File: config.mk
export PLATFORM = sky130hd
export DESIGN_NAME = branch_pc_unit
export DESIGN_NICKNAME = d
export VERILOG_FILES = /design/src/rtl/branch_pc_unit.sv
export SDC_FILE = /design/constraint.sdc
export NUM_CORES = 1
export LEC_CHECK = 0
export CAP_MARGIN = 40
export CORE_ASPECT_RATIO = 0.5
export CORE_MARGIN = 2
export CORE_UTILIZATION = 45
export CTS_CLUSTER_DIAMETER = 30
export DETAILED_ROUTE_END_ITERATION = 12
export PLACE_DENSITY = 0.75
export SLEW_MARGIN = 20
export SYNTH_ARGS = -nofsm -noshare
export SYNTH_HDL_FRONTEND = slang
export SYNTH_SLANG_ARGS = --single-unit
File: constraint.sdc
create_clock -name clk -period 4.78 [get_ports clk]
set_input_delay 0.717 -clock clk [delete_from_list [all_inputs] [get_ports clk]]
set_output_delay 0.717 -clock clk [all_outputs]
set_load 0.1 [all_outputs]
File: src/rtl/branch_pc_unit.sv
// Program counter and branch resolution: retires one instruction per cycle,
// tracks ALU flags, resolves branches/jumps, and parks in HALT until resumed.
module branch_pc_unit #(
  parameter logic [31:0] RESET_VECTOR = 32'h0000_0000
) (
  input  logic        clk,
  input  logic        rst,
  input  logic        instr_valid,
  input  logic        stall,
  input  logic        resume,
  input  logic [2:0]  opcode,
  input  logic [3:0]  fcode,
  input  logic        alu_carry,
  input  logic        alu_zero,
  input  logic        alu_sign,
  input  logic [31:0] br_offset,
  input  logic [31:0] rs_value,
  output logic [31:0] pc,
  output logic        flag_c,
  output logic        flag_z,
  output logic        flag_s,
  output logic        branch_taken,
  output logic        link_we,
  output logic [31:0] link_data,
  output logic        halted
);

  typedef enum logic {RUN, HALT} state_t;

  state_t      state_q, state_d;
  logic [31:0] pc_q, pc_d;
  logic [2:0]  flags_q, flags_d;  // {c, z, s}
  logic        bt_q, bt_d;
  logic        lwe_q, lwe_d;
  logic [31:0] ld_q, ld_d;

  logic [31:0] pc_inc, br_tgt;
  logic        retire, taken;

  assign pc_inc = pc_q + 32'd4;
  assign br_tgt = (pc_inc + br_offset) & 32'hFFFF_FFFC;
  assign retire = (state_q == RUN) && instr_valid && !stall;

  always_comb begin
    state_d = state_q;
    pc_d    = pc_q;
    flags_d = flags_q;
    bt_d    = 1'b0;
    lwe_d   = 1'b0;
    ld_d    = ld_q;
    taken   = 1'b0;
    case (state_q)
      RUN: begin
        if (retire) begin
          pc_d = pc_inc;
          case (opcode)
            3'b000: if (fcode <= 4'd9) flags_d = {alu_carry, alu_zero, alu_sign};
            3'b001: if (fcode <= 4'd1) flags_d = {alu_carry, alu_zero, alu_sign};
            3'b101: begin
              // Conditional on live ALU flags, not the registered ones.
              case (fcode)
                4'd0:    taken = alu_sign;
                4'd1:    taken = alu_zero;
                4'd2:    taken = !alu_zero;
                default: taken = 1'b0;
              endcase
              if (taken) pc_d = br_tgt;
            end
            3'b011: begin
              case (fcode)
                4'd0, 4'd1: taken = 1'b1;
                4'd2:       taken = flags_q[2];
                4'd3:       taken = !flags_q[2];
                default:    taken = 1'b0;
              endcase
              if (taken) pc_d = br_tgt;
              if (fcode == 4'd1) begin
                lwe_d = 1'b1;
                ld_d  = pc_inc;
              end
            end
            3'b100: begin
              if (fcode == 4'd0) begin
                taken = 1'b1;
                pc_d  = rs_value & 32'hFFFF_FFFC;
              end
            end
            3'b111: begin
              pc_d    = pc_q;
              state_d = HALT;
            end
            default: ;
          endcase
          bt_d = taken;
        end
      end
      HALT: begin
        if (resume) begin
          state_d = RUN;
          pc_d    = pc_inc;
        end
      end
      default: state_d = RUN;
    endcase
  end

  always_ff @(posedge clk or posedge rst) begin
    if (rst) begin
      state_q <= RUN;
      pc_q    <= RESET_VECTOR;
      flags_q <= 3'b000;
      bt_q    <= 1'b0;
      lwe_q   <= 1'b0;
      ld_q    <= 32'd0;
    end else begin
      state_q <= state_d;
      pc_q    <= pc_d;
      flags_q <= flags_d;
      bt_q    <= bt_d;
      lwe_q   <= lwe_d;
      ld_q    <= ld_d;
    end
  end

  assign pc           = pc_q;
  assign {flag_c, flag_z, flag_s} = flags_q;
  assign branch_taken = bt_q;
  assign link_we      = lwe_q;
  assign link_data    = ld_q;
  assign halted       = (state_q == HALT);

endmodule

==> flow_results.org <==
** Drt
- The routed design has 21,400 um of wire.
- After detailed routing, the number of vias per cell comes to 6.10.
- For this block, the initial DRC count from the detailed router was 635.
- Antenna viol nets, final :: 0
- Number of detailed-routing iterations run before antenna repair :: 5
- Detailed-route via count :: 6,461
- Count of unresolved DRC violations after routing :: 0
- Average wire per standard cell :: 20.2 um

** STA
- Rel. slew slack :: 35.0%
- At the pin with the least slew margin, the transition time is around 0.97 ns.
- Final setup skew :: 0.00846 ns
- Shortest period the worst path allows :: 4.38 ns
- Setup total negative slack on the finished layout was measured at 0 ns.
- Slew Viols, Final :: 0
- Final hold analysis gives a worst-case slack of 0.472 ns.
- Setup violations remaining at the end of the flow were counted as 0.
- Final worst path period share :: 91.6%
- Setup repair after global routing left no endpoint under its margin.
- For this run, the top clock speed supported by timing is about 230 MHz.
- Number of hold violations in the final report :: 0

** Worst hold path
- Depth of the worst hold-timing path :: 2
- Worst hold-check path type :: register to register
- In this run the most critical hold path is launched from link_data[10].
- Hold path endpoint :: link_data[10]

** Yosys
- In this run, synthesis produced a sequential element count of 66.
- Counting every instance in the synthesized netlist gives 700.
- Largest area contributor in the netlist :: sky130_fd_sc_hd__dfrtp_1
- Number of distinct library cell variants in the gate-level netlist after synthesis :: 80
- Yosys mapped a number of flops with a built-in enable equal to 0.
- Among all flip-flop cells after synthesis, the most frequent one is sky130_fd_sc_hd__dfrtp_1.
- Async set or reset register ratio after synthesis :: 100%
- Average instance area after synthesis :: 7.98 um^2
- Most instantiated library cell after synthesis :: sky130_fd_sc_hd__nand2_1
- Most numerous cell types in the synthesized netlist :: 116 x sky130_fd_sc_hd__nand2_1, 66 x sky130_fd_sc_hd__dfrtp_1, 52 x sky130_fd_sc_hd__nor2_1, 44 x sky130_fd_sc_hd__o21ai_0, 40 x sky130_fd_sc_hd__a21oi_1
- Register area share after synthesis :: 29.6%
- The synthesized design devotes to its leading area cell type 29.6% of total area.
- Yosys attributes the largest share of cell area to sky130_fd_sc_hd__dfrtp_1 30%, sky130_fd_sc_hd__nand2_1 7.8%, sky130_fd_sc_hd__ha_1 7.6%.
- Yosys warns :: 0
- Post-synthesis instance area :: 5590 um^2

** Clocking
- Buffers inserted to repair hold after CTS numbered 0.
- After clock tree synthesis, the clock-pin slew on the worst setup and hold paths is roughly 0.060 ns.
- CTS Root Buffer Type :: sky130_fd_sc_hd__clkbuf_16
- Gates resized during post-CTS repair numbered 0.
- The H-tree generated during clock tree synthesis spans 3 levels.
- The longest clock path from root to sink contains 2 buffers.
- The number of clock buffers added by TritonCTS is 9.
- Counting every sink on the clock net gives 66.
- Clock latency on the worst-skew pair :: between 0.3 and 0.4 ns
- TritonCTS built the clock tree.
- The number of setup buffers added after CTS is 0.

** Setup path
- Worst setup path startpoint :: pc[2]
- For the worst setup path, the data arrival time is 4.63 ns.
- Setup crit end kind :: register
- By startpoint and endpoint, the worst setup path is classified as register to register.
- The endpoint identified for the worst register-to-register timing path is pc[31].
- Length in cells of the worst reg-to-reg path :: 14
- Of all nets on the critical path, the largest fanout is 8.
- Across all register-to-register paths, the minimum setup slack is 0.40 ns.
- Launching point of the worst reg2reg path :: pc[2]
- Worst path required time :: 5.04 ns
- Startpoint types :: register

** Power
- The analysis attributes to net switching a power of 1.91 mW.
- Per report_power, the clock group accounts for 19.6% of the total.
- Tot Pwr :: around 4.0 mW
- In this run, flip-flops and latches consume 20.1% of the power.
- Power per cell area :: 462 nW/um^2
- The internal power of the cells totals 2.05 mW.
- Logic gate share of total power :: 60.4%
- Net switching is around half of the power.
- Maximum VDD drop :: around 360 uV
- Cell leakage power :: between 3 and 4 nW

** Cells and area
- Proportion of layout cells with a drive suffix above 1 :: between 10% and 20%
- Nets :: around 1k
- After routing the design area is 8580 um^2.
- Relative to the synthesized area, the layout overhead comes to 53.6%.
- The number of antenna diodes in the final layout is 0.

** Status
- The run finished with clean final reports.

** Floorplanning
- The die is 162 um wide.
- Pin placement for this block handled 149 I/O pins.
- The floorplan has 28 rows.
- Starting Density :: a little under half
- Die area :: 13,400 um^2
- Height of the die :: 82.8 um
- In this run the standard cell core region covers 11,900 um^2.

** Place
- RD Place Congestion :: roughly 0.93
- Port buffering added 140 buffers.
- Final HPWL from detailed placement :: roughly 16,000 um
- Post-DP Area :: 8250 um^2

** Global routing
- The total overflow left after global routing is 0.
- Global routing used between 30% and 40% of the available tracks.
- Via count of the first global-routing pass :: 6,240
- The first global-routing pass estimated 32,700 um of wire.
- Maximum number of pins on one net before global-route repair :: 54
- The number of antenna violations at the first check in global routing is 0.

** Run
- Max-cap violations in this run came to 0.
[flip-flops by register name (all words and copies together), names as in the netlist]
name	count
branch_taken	1
flags_q	3
pc	30
halted	1
link_data	30
link_we	1
[area by class of cell]
type / count / area, um^2
multi-input cells: 569 / 3680
fillers: 867 / 3370
repair buffers: 217 / 2610
flip-flops and latches: 66 / 1650
clock buffers: 10 / 239
well taps: 165 / 206
inverters: 26 / 100
clock inverters: 6 / 95.1
[power groups by stage]
stage	registers (mW)	logic (mW)	clock network [mW]
final	0.794	2.39	0.775
after global routing	0.808	2.52	0.798
after CTS	0.788	2.38	0.773
after detailed placement	0.794	2.36	0
after global placement	0.787	1.99	0
after floorplan	1.40	0.897	0
[worst max-delay path by stage]
| stage | end | slack, ns | cells after the start |
|---|---|---|---|
| 6_report | pc[31] | 0.40 | 14 |
| 5_1_grt | pc[31] | 0.17 | 13 |
| 4_1_cts | pc[31] | 0.51 | 14 |
| 3_5_place_dp | pc[31] | 0.56 | 14 |
| 3_3_place_gp | pc[31] | 0.66 | 13 |
| 2_1_floorplan | pc[31] | 0.37 | 15 |
[cells in the final DEF, fill, tap and decap left out, types with 30 or more instances in the layout]
cell type / Yosys / final
sky130_fd_sc_hd__a21oi_1: 40 / 40
sky130_fd_sc_hd__buf_8: 0 / 57
sky130_fd_sc_hd__clkdlybuf4s50_1: 0 / 140
sky130_fd_sc_hd__dfrtp_1: 66 / 66
sky130_fd_sc_hd__ha_1: 34 / 34
sky130_fd_sc_hd__nand2_1: 116 / 116
sky130_fd_sc_hd__nor2_1: 52 / 52
sky130_fd_sc_hd__o21ai_0: 44 / 44
sky130_fd_sc_hd__xnor2_1: 30 / 30
[stage by stage]
step | setup slack (ns) | utilization [%] | instances
global route | 0.173 | 71.8 | 1059
detailed placement | 0.557 | 69.0 | 1043
CTS | 0.510 | 71.8 | 1059
floorplan | 0.370 | - | 703
finish | 0.403 | 71.8 | 1059
global placement | 0.661 | 59.6 | 976
[worst max-delay path, stage by stage (launching register included)]
cell and delay, ns:
sky130_fd_sc_hd__dfrtp_1 0.44, sky130_fd_sc_hd__ha_1 0.31, sky130_fd_sc_hd__and4_1 0.27, sky130_fd_sc_hd__nand4_1 0.29, sky130_fd_sc_hd__nor2_1 0.37, sky130_fd_sc_hd__xnor2_1 0.21
sky130_fd_sc_hd__ha_1 0.52, sky130_fd_sc_hd__and4_1 0.30, sky130_fd_sc_hd__nand2_1 0.09, sky130_fd_sc_hd__a211o_1 0.24, sky130_fd_sc_hd__o211a_2 0.19, sky130_fd_sc_hd__or2_1 0.29
sky130_fd_sc_hd__and3_1 0.17, sky130_fd_sc_hd__or4b_1 0.50, sky130_fd_sc_hd__o211ai_1 0.10
[kinds of logic (layout without fill, tap and decap cells)]
logic type	count (synthesis)	count (layout)	share of synthesized area (%)
XOR/XNOR	53	53	8.31
multiplexers	6	6	1.19
AO/OA/AOI/OAI	203	203	24.8
other	1	4	0.0671
buffers and inverters	68	259	5.15
AND/OR/NAND/NOR	268	268	23.1
flip-flops	66	66	29.6
adder cells (fa/ha/maj)	35	35	7.80
[layer usage]
| metal | global-route usage [%] | vias up | wire length [um] |
|---|---|---|---|
| li1 | - | 2932 | - |
| met1 | 38.4 | 3076 | 8640 |
| met2 | 56.8 | 379 | 10300 |
| met3 | 6.86 | 74 | 1820 |
| met4 | 12.5 | 0 | 644 |
| met5 | 0 | - | 0 |
Note: power is estimated with default switching activity, not from simulation.
